File: src/rtl/hazard_unit.sv
// Pipeline hazard unit: scoreboard-based operand forwarding, load-use stall
// and taken-branch flush sequencing for a 5-stage in-order core.
//
// state    | meaning
// ---------+------------------------------------------------------------
// RUN  00  | normal issue; detect load-use and taken branches
// STALL 01 | one-cycle hold after load-use; load now in MEM, forward 10
// FLUSH 10 | ID holds the wrong-path instruction; squash it into EX

module hazard_unit (
   input  logic        clk,
   input  logic        reset,
   input  logic        id_valid,
   input  logic [4:0]  id_Rn,
   input  logic [4:0]  id_Ab,
   input  logic        id_use_Rn,
   input  logic        id_use_Ab,
   input  logic [4:0]  id_Rd,
   input  logic        id_RegWrite,
   input  logic        id_MemtoReg,
   input  logic        br_taken,
   output logic        stall_pc,
   output logic        stall_ifid,
   output logic        bubble_ex,
   output logic [1:0]  fwd_a,
   output logic [1:0]  fwd_b,
   output logic [1:0]  state,
   output logic [31:0] stall_cnt,
   output logic [31:0] flush_cnt
);

   localparam logic [1:0] ST_RUN   = 2'b00;
   localparam logic [1:0] ST_STALL = 2'b01;
   localparam logic [1:0] ST_FLUSH = 2'b10;

   localparam logic [4:0]  XZR     = 5'd31;
   localparam logic [31:0] CNT_MAX = 32'hFFFF_FFFF;

   logic [1:0]  r_state;
   logic [31:0] r_stall_cnt;
   logic [31:0] r_flush_cnt;

   // The load flag only matters while the producer sits in EX.
   logic        r_ex_valid,  r_ex_rw,  r_ex_ld;
   logic [4:0]  r_ex_rd;
   logic        r_mem_valid, r_mem_rw;
   logic [4:0]  r_mem_rd;
   logic        r_wb_valid,  r_wb_rw;
   logic [4:0]  r_wb_rd;

   logic        w_live_a, w_live_b;
   logic        w_ex_a, w_mem_a, w_wb_a;
   logic        w_ex_b, w_mem_b, w_wb_b;
   logic        w_detect;
   logic        w_load_use;
   logic        w_flush_req;
   logic [1:0]  w_state_nxt;

   function automatic logic [1:0] fwd_sel(input logic live, input logic ex,
                                          input logic mem, input logic wb);
      logic [1:0] sel;
      sel = 2'b00;
      if (live) begin
         if (ex)       sel = 2'b01;
         else if (mem) sel = 2'b10;
         else if (wb)  sel = 2'b11;
      end
      return sel;
   endfunction

   assign w_live_a = id_valid & id_use_Rn & (id_Rn != XZR);
   assign w_live_b = id_valid & id_use_Ab & (id_Ab != XZR);

   assign w_ex_a  = r_ex_valid  & r_ex_rw  & (r_ex_rd  == id_Rn);
   assign w_mem_a = r_mem_valid & r_mem_rw & (r_mem_rd == id_Rn);
   assign w_wb_a  = r_wb_valid  & r_wb_rw  & (r_wb_rd  == id_Rn);
   assign w_ex_b  = r_ex_valid  & r_ex_rw  & (r_ex_rd  == id_Ab);
   assign w_mem_b = r_mem_valid & r_mem_rw & (r_mem_rd == id_Ab);
   assign w_wb_b  = r_wb_valid  & r_wb_rw  & (r_wb_rd  == id_Ab);

   // Hazard logic is blind during reset and while squashing a wrong-path op.
   assign w_detect    = ~reset & (r_state != ST_FLUSH);
   assign w_load_use  = w_detect & r_ex_ld &
                        ((w_live_a & w_ex_a) | (w_live_b & w_ex_b));
   assign w_flush_req = w_detect & br_taken & ~w_load_use;

   assign stall_pc   = w_load_use;
   assign stall_ifid = w_load_use;
   assign bubble_ex  = reset | w_load_use | (r_state == ST_FLUSH);

   assign fwd_a = w_detect ? fwd_sel(w_live_a, w_ex_a, w_mem_a, w_wb_a) : 2'b00;
   assign fwd_b = w_detect ? fwd_sel(w_live_b, w_ex_b, w_mem_b, w_wb_b) : 2'b00;

   assign state     = r_state;
   assign stall_cnt = r_stall_cnt;
   assign flush_cnt = r_flush_cnt;

   always_comb begin
      w_state_nxt = ST_RUN;
      case (r_state)
         ST_FLUSH: w_state_nxt = ST_RUN;
         default: begin
            if (w_load_use)       w_state_nxt = ST_STALL;
            else if (w_flush_req) w_state_nxt = ST_FLUSH;
            else                  w_state_nxt = ST_RUN;
         end
      endcase
   end

   always_ff @(posedge clk) begin
      if (reset) begin
         r_state     <= ST_RUN;
         r_stall_cnt <= 32'd0;
         r_flush_cnt <= 32'd0;
         r_ex_valid  <= 1'b0;
         r_ex_rw     <= 1'b0;
         r_ex_ld     <= 1'b0;
         r_ex_rd     <= 5'd0;
         r_mem_valid <= 1'b0;
         r_mem_rw    <= 1'b0;
         r_mem_rd    <= 5'd0;
         r_wb_valid  <= 1'b0;
         r_wb_rw     <= 1'b0;
         r_wb_rd     <= 5'd0;
      end else begin
         r_state     <= w_state_nxt;
         r_ex_valid  <= id_valid & ~bubble_ex;
         r_ex_rw     <= id_RegWrite;
         r_ex_ld     <= id_MemtoReg;
         r_ex_rd     <= id_Rd;
         r_mem_valid <= r_ex_valid;
         r_mem_rw    <= r_ex_rw;
         r_mem_rd    <= r_ex_rd;
         r_wb_valid  <= r_mem_valid;
         r_wb_rw     <= r_mem_rw;
         r_wb_rd     <= r_mem_rd;
         if (w_load_use && (r_stall_cnt != CNT_MAX))
            r_stall_cnt <= r_stall_cnt + 32'd1;
         if (w_flush_req && (r_flush_cnt != CNT_MAX))
            r_flush_cnt <= r_flush_cnt + 32'd1;
      end
   end

endmodule

File: config.mk
export PLATFORM = sky130hd
export DESIGN_NAME = hazard_unit
export DESIGN_NICKNAME = d
export VERILOG_FILES = /design/src/rtl/hazard_unit.sv
export SDC_FILE = /design/constraint.sdc
export NUM_CORES = 1
export LEC_CHECK = 0
export ABC_CLOCK_PERIOD_IN_PS = 2400
export CORE_MARGIN = 2
export CORE_UTILIZATION = 57
export CTS_CLUSTER_DIAMETER = 30
export DETAILED_ROUTE_END_ITERATION = 16
export DONT_BUFFER_PORTS = 1
export PLACE_DENSITY = 0.79
export SLEW_MARGIN = 20
export SYNTH_ARGS = -nofsm -noshare
export SYNTH_HDL_FRONTEND = slang
export SYNTH_SLANG_ARGS = --single-unit
File: constraint.sdc
create_clock -name clk -period 2.4 [get_ports clk]
set_input_delay 0.6 -clock clk [delete_from_list [all_inputs] [get_ports clk]]
set_output_delay 0.6 -clock clk [all_outputs]
set_load 0.01 [all_outputs]
Yosys cells after proc, flatten, opt, wreduce, memory -nomap -nowiden --
Index checks and enable logic that the tools add are counted.
Operators by class: add/sub/neg operators 2, multipliers 0, div/mod/pow operators 0, $lt $le $gt $ge 0, equality and inequality tests 12, shift-type cells 0, mux-type cells 12, bitwise operators 27, reduce and logical (&&, ||, !) cells 4
Operators with widths (number):
- $add 32x1->32 const B | 2
- $ne 32x32->1 const B | 2
- $eq 5x5->1 | 6
- $mux 2 | 11
- $and 1x1->1 | 21
- $ne 5x5->1 const B | 2
- $not 1->1 | 3
- $or 1x1->1 | 3
- $reduce_or 3->1 | 1
- $eq 2x2->1 const B | 1
- $logic_and 1x1->1 | 2
- $ne 2x2->1 const B | 1
- $reduce_or 2->1 | 1
- $mux 1 | 1
Word-level totals: register bits 88, bits in latches 0, bits in writable memories 0, ROM bits 0, input bits 23, output and inout port bits 73, memories 0

Depth between registers and ports, before layout --
Gate-level depths: netlist of the first run.
depth after elaboration 9, mapped depth 9

Worst setup path after synthesis of the first run --
Ideal clock, no wire load.
kind input -> output, start point input id_Rn[4], end point output bubble_ex, arrival time 1998 ps, data required time 1800 ps, slack -198 ps, cell stages on the path 7, path buffers 2, cell sequence xor2_1 nor4_1 and4_1 a21oi_2 clkbuf_1 clkbuf_1 nand2_1
On the way: longest elaborated chain between the ends 7, elaborated cells between the ends (all ways) 9, classes of those cells eq/ne: 2; bitwise: 7
RTL lines:
- start: declaration | line 14 | input logic [4:0] id_Rn,
- $ne 5x5->1 or $eq 5x5->1 (tied branches) | line 71, 74
- $and 1x1->1 (on tied branches) | line 71, 74
- $and 1x1->1 * | line 84 | ((w_live_a & w_ex_a) | (w_live_b & w_ex_b));
- $or 1x1->1 * | line 84
- $and 1x1->1 * | line 83 | assign w_load_use = w_detect & r_ex_ld &
- $or 1x1->1 * (2 in a row) | line 89 | assign bubble_ex = reset | w_load_use | (r_state == ST_FLUSH);
- end: declaration | line 24 | output logic bubble_ex,
Mark *: on every way between the ends. The rest lies on a longest branch, timed or not.

Worst setup path after layout of the first run --
start point register r_ex_rd[2], end point output fwd_b[0]
On the way: longest elaborated chain between the ends 5
RTL lines:
- start: declaration | line 45 | logic [4:0] r_ex_rd;
- start signal: assignment | line 130 | r_ex_rd <= id_Rd;
- $eq 5x5->1 | line 77 | assign w_ex_b = r_ex_valid & r_ex_rw & (r_ex_rd == id_Ab);
- $and 1x1->1 | line 77
- $mux 2 | line 64 | if (ex) sel = 2'b01;
- $mux 2 | line 63 | if (live) begin
- $mux 2 | line 92 | assign fwd_b = w_detect ? fwd_sel(w_live_b, w_ex_b, w_mem_b, w_wb_b) : 2'b00;
- end: declaration | line 26 | output logic [1:0] fwd_b,
No other way between the ends.

==> flow_summary_export.csv, run 1 <==
group,metric,value,unit
drt,vias,4664,
flow_run,drv_cap,0,
drt,ant_nets,0,
sta,fmax,0.403,GHz
logic_synthesis,syn_avg_cell_area,8.44,um2
clocking,root_buffer,"clkbuf_8",
clocking,cts.clk_slew.worst_paths,80,ps
finish,drive_gt1_share,24.6,%
global_route,grt_start_max_net_pins,95,
sta,setup_viol,8,
critical_path,critical_path_class,"reg -> out",
critical_path,crit_chain,"xnor2_1 > nand4_1 > nor3_2 > buf_4 > buf_6 > a41oi_2 > nor2_2",
floorplanning,initial_core_util,58.1,%
critical_path,max_stage_delay,350,ps
global_route,grt_overflow,0,
place,gp_congestion,0.897,
critical_path,r2r_slack,0,ps
power,finalPower,2.82,mW
critical_path,cp-endpoint,"fwd_b[0]",
drt,drtIter0Drc,272,
logic_synthesis,syn-num-nets,582,
critical_path,worst_setup_path_end_kind,"output pin",
global_route,grtUsageTotal,28.7,%
finish,final_common_cell,"dfxtp_1",
floorplanning,ios,96,
critical_path,worstReg2RegStart,"r_ex_rd[2]$_SDFF_PP0_",
global_route,antenna_found_initial,0,
critical_path,cp.required,1800,ps
critical_path,worst_path_max_delay_cell,"dfxtp_2",
drt,routed_wl,13000,um
drt,wl_per_cell,18.1,um
sta,skew,9.13,ps
finish,areaGrowthSynthToFinish,21.1,%
critical_path,r2r-end,"stall_cnt[29]$_SDFFE_PP0P_",
critical_path,critPathBufInv,2,
clocking,cts_buffers,9,
logic_synthesis,ys_types,56,
sta,period_share,103,%
run_status,violations,"negative setup slack",
sta,tightest_slew,587,ps
finish,layout_common_cells,"dfxtp_1, buf_4, a21oi_1",
clocking,clockBufferDepth,2,
logic_synthesis,yosys_warnings,0,
global_route,grt_pass1_wl,20800,um
floorplanning,die_x,94.8,um
min_path,min_path_type,"in -> reg",
sta,finalMaxSlewViolations,0,
drt,drc,0,
finish,nNetsFinal,637,
logic_synthesis,async_flop_share,0,%
run_status,status,"finished, violations left",
critical_path,cp-start-kind,"register",
floorplanning,core_area,8090,um2
sta,final_hold_viol_count,0,
logic_synthesis,synth_edf_count,0,
critical_path,r2r_cells,9,
clocking,cts_htree_levels,3,
power,power_leakage,1.93,nW
finish,nFillCells,644,
clocking,cts_tree,"done",
sta,slew_headroom,60.5,%
sta,layout_setup_ws,-80.2,ps
logic_synthesis,ys.flop_type,"dfxtp_1",
critical_path,cp.depth,7,
logic_synthesis,ys_seq_area_share,37.5,%
floorplanning,core.rowCount,33,
logic_synthesis,ys_ff_latch,88,
logic_synthesis,synthCells,557,
clocking,clk_latency,360,ps
drt,vias_per_cell,6.46,
finish,n_antenna_cell,0,
floorplanning,die-area,8990,um2
critical_path,cp_max_fo,3,
place,port_buffers,0,
critical_path,crit_start,"r_ex_rd[2]$_SDFF_PP0_",
sta,tns,-214,ps
drt,drtPass1Iterations,5,
critical_path,crit_arrival,1880,ps
global_route,grt_pass1_vias,4313,
floorplanning,die_h,94.8,um
place,hpwl,8770,um
sta,min_period,2480,ps
finish,final_util,70.3,%
clocking,cts_sinks,88,
place,pre_cts_slack,-232,ps
sta,rsz0062_at_grt,"true",
critical_path,cpLargestDelayFamily,"simple AND/OR/NAND/NOR gates",
power,peakVddDrop,0.295,mV
logic_synthesis,synthesis.area,4700,um2
power,power_density,495,nW/um2
[flip-flops by register name, summed over array words and instances (netlist names)]
name,flops
r_ex_rd,5
r_mem_rw,1
flush_cnt,32
r_wb_rd,5
stall_cnt,32
r_mem_valid,1
state,2
r_ex_rw,1
r_wb_rw,1
r_ex_ld,1
r_ex_valid,1
r_wb_valid,1
r_mem_rd,5
[what timing repair did]
action                                  4_1_cts  5_1_grt
buffers inserted                              3        6
pin swaps                                     4       18
gates resized for setup                      13       27
cloned                                        1        0
endpoints found under the setup margin        7       23
hold buffers                                  0        0
[synthesized netlist by cell type (2+ instances only)]
library cell | n | area [um2]
ha_1 | 2 | 25.0
and2_1 | 7 | 43.8
clkbuf_8 | 3 | 41.3
or2_2 | 4 | 25.0
and3_2 | 2 | 15.0
or4b_1 | 2 | 20.0
nand3_1 | 32 | 160
nor4_1 | 14 | 87.6
o21a_1 | 2 | 15.0
and4_1 | 5 | 43.8
a41oi_1 | 2 | 17.5
mux2_2 | 11 | 124
or3_1 | 9 | 56.3
xor2_1 | 22 | 193
a21oi_1 | 47 | 235
o41ai_1 | 7 | 61.3
nand2_1 | 38 | 143
nand3b_1 | 4 | 30.0
inv_1 | 13 | 48.8
o311ai_0 | 5 | 43.8
o21ai_0 | 10 | 50.1
nand4_1 | 21 | 131
o31ai_1 | 33 | 248
nor2_1 | 29 | 109
xnor2_1 | 8 | 70.1
or4_1 | 37 | 278
buf_1 | 3 | 11.3
buf_2 | 5 | 25.0
clkbuf_1 | 21 | 78.8
or4_2 | 2 | 17.5
nor2b_1 | 32 | 200
nor3_1 | 7 | 35.0
and3_1 | 8 | 50.1
dfxtp_1 | 88 | 1760
[metal layers]
layer | GRT usage, % | wire (um) | vias up | share of wire (%)
li1 | - | - | 2219 | -
met1 | 35.9 | 5200 | 2222 | 40
met2 | 48.3 | 6470 | 195 | 50
met5 | 0 | 0 | - | 0
met3 | 7.58 | 1080 | 28 | 8.3
met4 | 8.57 | 291 | 0 | 2.2
[stage by stage]
stage	area, um2	cells	hold slack (ps)
after floorplan	4730	557	438
after global placement	5210	695	447
after detailed placement	5230	696	466
after CTS	5550	716	289
after global routing	5690	722	289
final	5690	722	303
[how the worst min path moves through the flow]
stage	startpoint	end	depth (start not counted)
floorplan	r_ex_rw$_SDFF_PP0_	r_mem_rw$_SDFF_PP0_	1
global placement	r_ex_valid$_SDFF_PP0_	r_mem_valid$_SDFF_PP0_	1
detailed placement	r_ex_rw$_SDFF_PP0_	r_mem_rw$_SDFF_PP0_	1
CTS	reset	r_wb_rw$_SDFF_PP0_	1
global route	reset	r_wb_rw$_SDFF_PP0_	1
finish	reset	r_ex_rw$_SDFF_PP0_	1
[cell type report]
cell class,count,area (um2),area share [%]
clock inverter,2,60.1,1.06
clock buffer,14,173,3.03
sequential,88,1780,31.3
multi-input combinational,424,2870,50.4
timing repair buffer,76,631,11.1
inverter,13,48.8,0.857
tap,105,131,2.31
[power by group]
group	total [mW]	switching [mW]	internal (mW)	leakage [nW]
Sequential	1.49	0.0160	1.48	0.718
Clock	1.19	0.514	0.674	0.117
Combinational	0.139	0.0683	0.0711	1.10
[worst register-to-register path, delay by kind of cell (launching register included)]
family	cells	cell delay (ps)
AO/OA/AOI/OAI	1	70
XOR/XNOR	1	180
buffers and inverters	3	490
flip-flops	1	350
multiplexers	1	380
AND/OR/NAND/NOR	3	830
[kinds of logic after synthesis]
logic type	after synthesis	share of synthesized area [%]
multiplexers	11	2.64
flip-flops	88	37.5
XOR/XNOR	30	5.59
adder cells (fa/ha/maj)	2	0.532
AND/OR/NAND/NOR	264	33.1
AO/OA/AOI/OAI	116	16.2
buffers and inverters	46	4.53
No activity file was read; power rests on OpenSTA's default activity.
==> run 2, diff against run 1 <==
CORE_MARGIN = unset   (was 2)
CTS_CLUSTER_SIZE = 25   (was unset)
SLEW_MARGIN = unset   (was 20)
==> run 2 against run 1 <==
Compared with the run above:
- utilization is 1.3 points higher
- critical endpoint is now fwd_b[1]
- the flow still finishes with violations (negative setup slack)
- clock skew grew 4.5 ps
- sequential cell count did not move
- hold slack got worse by 11 ps
- largest power group unchanged
==> flow_summary_export.csv, run 2 (same netlist as run 1, synthesis figures left out) <==
group,metric,value,unit
critical_path,worst_path_max_delay_cell,"dfxtp_2",
sta,tightest_slew,579,ps
flow_run,drv_cap,0,
drt,wl_per_cell,18.5,um
finish,area.sequential,1780,um2
floorplanning,ios,96,
critical_path,crit_start,"state[1]$_SDFF_PP0_",
power,peakVddDrop,0.337,mV
critical_path,crit_arrival,1810,ps
run_status,status,"finished, violations left",
place,gp_congestion,0.981,
power,power_leakage,1.89,nW
floorplanning,initial_core_util,59.9,%
critical_path,worstReg2RegStart,"flush_cnt[5]$_SDFFE_PP0P_",
critical_path,r2r_slack,60,ps
floorplanning,die-area,8610,um2
min_path,min_path_type,"in -> reg",
drt,vias_per_cell,6.51,
critical_path,cp-start-kind,"register",
clocking,cts_buffers,9,
run_status,violations,"negative setup slack",
floorplanning,core_area,7850,um2
clocking,cts_htree_levels,3,
sta,layout_setup_ws,-11.8,ps
drt,drc,0,
sta,setup_viol,1,
finish,multi_input_area,2890,um2
critical_path,r2r_cells,6,
clocking,cts_sinks,88,
floorplanning,core.rowCount,32,
sta,final_hold_viol_count,0,
critical_path,crit_chain,"nor2b_4 > buf_4 > nor2_4 > buf_4 > and2_4 > nand3_2 > a211oi_2 > buf_4",
drt,vias,4652,
global_route,grtUsageTotal,30.1,%
finish,drive_gt1_share,24.3,%
finish,final_common_cell,"dfxtp_1",
sta,fmax,0.415,GHz
sta,rsz0062_at_grt,"true",
finish,nFillCells,591,
sta,min_period,2410,ps
finish,final_util,71.7,%
critical_path,cp-endpoint,"fwd_b[1]",
drt,routed_wl,13200,um
critical_path,cp_max_fo,3,
drt,drtPass1Iterations,5,
sta,finalMaxSlewViolations,0,
clocking,root_buffer,"clkbuf_8",
critical_path,max_stage_delay,330,ps
sta,slew_headroom,61.4,%
global_route,grt_pass1_vias,4377,
power,power_density,493,nW/um2
place,port_buffers,0,
clocking,clockBufferDepth,2,
global_route,antenna_found_initial,0,
clocking,holdBufCountCts,0,
finish,n_antenna_cell,0,
clocking,cts.clk_slew.worst_paths,100,ps
critical_path,critical_path_class,"reg -> out",
sta,period_share,100,%
clocking,cts_tree,"done",
drt,drtIter0Drc,367,
clocking,clk_latency,360,ps
finish,nNetsFinal,633,
global_route,grt_pass1_wl,20900,um
critical_path,r2r-end,"flush_cnt[30]$_SDFFE_PP0P_",
finish,layout_common_cells,"dfxtp_1, buf_4, a21oi_1",
sta,hold_ws,291,ps
critical_path,worst_setup_path_end_kind,"output pin",
critical_path,cp.required,1800,ps
global_route,grt_start_max_net_pins,95,
drt,ant_nets,0,
global_route,grt_overflow,0,
floorplanning,die_x,92.8,um
critical_path,path_common_cell,"buf_4",
sta,skew,13.6,ps
place,hpwl,8910,um
floorplanning,die_h,92.8,um
finish,areaGrowthSynthToFinish,19.6,%
-- run 2: changes by cell type in the layout (fill, tap and decap cells not counted), moves of 2 or more --
cell      change
dfxtp_2       -4
buf_6         -3
dfxtp_1       +4
clkbuf_8      -3
inv_6         +2
-- run 2: repair_timing --
action / 4_1_cts / 5_1_grt
hold endpoints to repair: 0 / 0
resized for setup: 16 / 22
gates cloned: 1 / 0
pin swaps: 6 / 12
setup endpoints to repair: 7 / 13
setup buffers: 3 / 5
-- run 2: critical path: cells and delay by family, from the launching register on --
family	cells	cell delay, ps
AOI/OAI and AO/OA	1	190
buffers and inverters	3	450
DFF	1	330
and+or+nand+nor	4	490
-- run 2: stage by stage --
stage	power, mW	setup TNS [ps]	std cells	setup slack (ps)	area, um2
global route	2.87	-559	715	-101	5620
floorplan	1.62	-19.8	557	-19.8	4730
CTS	2.77	0	710	0.330	5490
global placement	1.63	-1150	690	-323	5190
detailed placement	1.64	-1900	690	-390	5190
finish	2.77	-11.8	715	-11.8	5620
-- run 2: layout make-up --
type	instances	share of cell area, %
sequential	88	31.6
multi-input combinational	424	51.4
tap	102	2.27
clock inverter	6	1.62
clock buffer	10	2.27
inverter	13	0.935
timing repair buffer	72	9.90
-- run 2: worst min path at each step --
stage	from	end	depth (start not counted)
after floorplan	r_ex_rw$_SDFF_PP0_	r_mem_rw$_SDFF_PP0_	1
after global placement	r_ex_valid$_SDFF_PP0_	r_mem_valid$_SDFF_PP0_	1
after detailed placement	r_ex_valid$_SDFF_PP0_	r_mem_valid$_SDFF_PP0_	1
after CTS	reset	stall_cnt[30]$_SDFFE_PP0P_	1
after global routing	reset	stall_cnt[19]$_SDFFE_PP0P_	1
final	reset	stall_cnt[30]$_SDFFE_PP0P_	1
-- run 2: where the power goes --
part	switching (mW)	internal (mW)	leakage, nW	total (mW)
clock	0.549	0.595	0.111	1.14
combinational	0.0689	0.0659	1.06	0.135
sequential	0.0164	1.48	0.717	1.49
-- run 2: routing by layer --
metal	share of wire (%)	track usage, %
met1	42	36.8
met2	50	51.4
met3	6.6	8.29
met4	1.4	8.85
met5	0	0
==> run 3, diff against run 2 <==
TNS_END_PERCENT = 20   (was unset)
==> run 3 against run 2 <==
Compared with the run above:
- the run still ends with negative setup slack left
- sequential power about the same
- critical path type unchanged
- clock power about the same
- maximum frequency increased by 0.36%
- sequential cell count unchanged
- final area decreased by 0.67%
- largest cell class unchanged
- sequential share of layout area increased by 0.17 points
- first-iteration DRC count decreased by 6.0%
- register-to-register slack improved by 20 ps
- global-route usage unchanged
- clock skew increased by 2.5 ps
- hold slack got worse by 3.7 ps
- count of clock-buffer cells in the layout unchanged
==> flow_summary_export.csv, run 3 (same netlist as run 1, synthesis figures left out) <==
group,metric,value,unit
drt,routed_wl,12900,um
drt,wl_per_cell,18.1,um
global_route,grtUsageTotal,30.1,%
critical_path,r2r_cells,6,
clocking,root_buffer,"clkbuf_8",
min_path,min_from,"reset",
clocking,cts_sinks,88,
sta,period_share,100,%
drt,ant_nets,0,
power,finalPower,2.77,mW
place,dp.cells,690,
sta,final_hold_viol_count,0,
floorplanning,ios,96,
finish,drive_gt1_share,23.2,%
place,pre_cts_slack,-390,ps
sta,rsz0062_at_grt,"true",
sta,skew,16.2,ps
sta,slew_headroom,62.1,%
sta,tightest_slew,568,ps
min_path,min_path_type,"in -> reg",
critical_path,worst_setup_path_end_kind,"output pin",
place,gp_congestion,0.981,
min_path,hold_end,"stall_cnt[30]$_SDFFE_PP0P_",
clocking,clk_latency,370,ps
global_route,grt_overflow,0,
place,place_area,5190,um2
power,power_density,496,nW/um2
floorplanning,die_x,92.8,um
global_route,grt_pass1_wl,20900,um
critical_path,r2r-end,"flush_cnt[26]$_SDFFE_PP0P_",
finish,areaGrowthSynthToFinish,18.8,%
critical_path,critical_path_class,"reg -> out",
finish,layout_common_cells,"dfxtp_1, buf_4, a21oi_1",
sta,setup_viol,2,
finish,final_cell_area,5590,um2
critical_path,max_stage_delay,350,ps
min_path,hold_depth,1,
drt,drtPass1Iterations,5,
critical_path,worstReg2RegStart,"flush_cnt[5]$_SDFFE_PP0P_",
place,hpwl,8910,um
finish,final_cells,713,
place,port_buffers,0,
critical_path,crit_chain,"xor2_1 > nor4_2 > and4_4 > a21oi_4 > buf_4 > nand2_4",
floorplanning,die-area,8610,um2
floorplanning,die_h,92.8,um
run_status,status,"finished, violations left",
drt,drtIter0Drc,345,
sta,finalMaxSlewViolations,0,
critical_path,cpLargestDelayFamily,"simple AND/OR/NAND/NOR gates",
clocking,holdBufCountCts,0,
global_route,antenna_found_initial,0,
run_status,violations,"negative setup slack",
finish,nFillCells,602,
floorplanning,core.rowCount,32,
floorplanning,core_area,7850,um2
drt,vias,4574,
clocking,clockBufferDepth,2,
critical_path,cp_max_fo,6,
critical_path,cp.required,1800,ps
critical_path,r2r_slack,80,ps
flow_run,drv_cap,0,
clocking,cts_htree_levels,3,
drt,drc,0,
critical_path,crit_arrival,1800,ps
sta,layout_setup_ws,-3.17,ps
critical_path,worst_path_max_delay_cell,"dfxtp_2",
floorplanning,initial_core_util,59.9,%
critical_path,critPathBufInv,1,
power,power_leakage,1.87,nW
finish,nNetsFinal,631,
drt,vias_per_cell,6.42,
clocking,cts_tree,"done",
finish,final_common_cell,"dfxtp_1",
clocking,cts_buffers,9,
sta,fmax,0.416,GHz
power,peakVddDrop,0.338,mV
clocking,cts.clk_slew.worst_paths,100,ps
finish,n_antenna_cell,0,
sta,hold_ws,288,ps
global_route,grt_start_max_net_pins,95,
global_route,grt_pass1_vias,4377,
sta,min_period,2400,ps
critical_path,cp-start-kind,"register",
==> run 3: power breakdown <==
group | switching, mW | leakage (nW) | internal, mW
combinational | 0.0676 | 1.04 | 0.0643
sequential | 0.0159 | 0.716 | 1.48
clock | 0.551 | 0.111 | 0.595
total | 0.634 | 1.87 | 2.14
==> run 3: cell type report <==
| cell class | instances | area, um2 | area share (%) |
|---|---|---|---|
| flip-flops and latches | 88 | 1770 | 31.7 |
| multi-input cells | 424 | 2880 | 51.5 |
| clock buffers | 10 | 128 | 2.28 |
| repair buffers | 70 | 538 | 9.63 |
| clock inverters | 6 | 91.3 | 1.64 |
| well taps | 102 | 128 | 2.28 |
| inverters | 13 | 52.6 | 0.941 |
==> run 3: metrics by stage <==
stage / util (%) / TNS (ps)
after global placement: 66.1 / -1150
after global routing: 71.2 / -401
final: 71.2 / -6.29
after detailed placement: 66.1 / -1900
after floorplan: - / -19.8
after CTS: 70.0 / 0
==> run 3: how the worst max path moves through the flow <==
stage	depth (start not counted)	slack [ps]	from	to
2_1_floorplan	7	-20	id_Rn[4]	bubble_ex
3_3_place_gp	7	-320	id_valid	flush_cnt[30]$_SDFFE_PP0P_
3_5_place_dp	7	-390	id_Ab[2]	flush_cnt[30]$_SDFFE_PP0P_
4_1_cts	5	0.3	r_mem_rd[4]$_SDFF_PP0_	fwd_b[1]
5_1_grt	7	-100	state[1]$_SDFF_PP0_	bubble_ex
6_report	6	-3	r_ex_rd[1]$_SDFF_PP0_	bubble_ex
==> run 3: worst register-to-register path, delay by kind of cell (launching register included) <==
kind / cells / cell delay (ps)
flops: 1 / 340
compound gates: 1 / 160
simple gates: 5 / 1770
==> run 3: metal layers <==
| layer | part of all wire (%) | track usage [%] | wire, um |
|---|---|---|---|
| met5 | 0 | 0 | 0 |
| met3 | 6.5 | 8.29 | 842 |
| met4 | 1.1 | 8.85 | 141 |
| met1 | 42 | 36.8 | 5480 |
| met2 | 50 | 51.4 | 6440 |
==> run 3: what timing repair did <==
item                                    4_1_cts  5_1_grt
endpoints found under the setup margin        7       13
gates cloned                                  1        0
gates resized for setup                      16       15
pin swaps                                     6       11
setup buffers                                 3        3
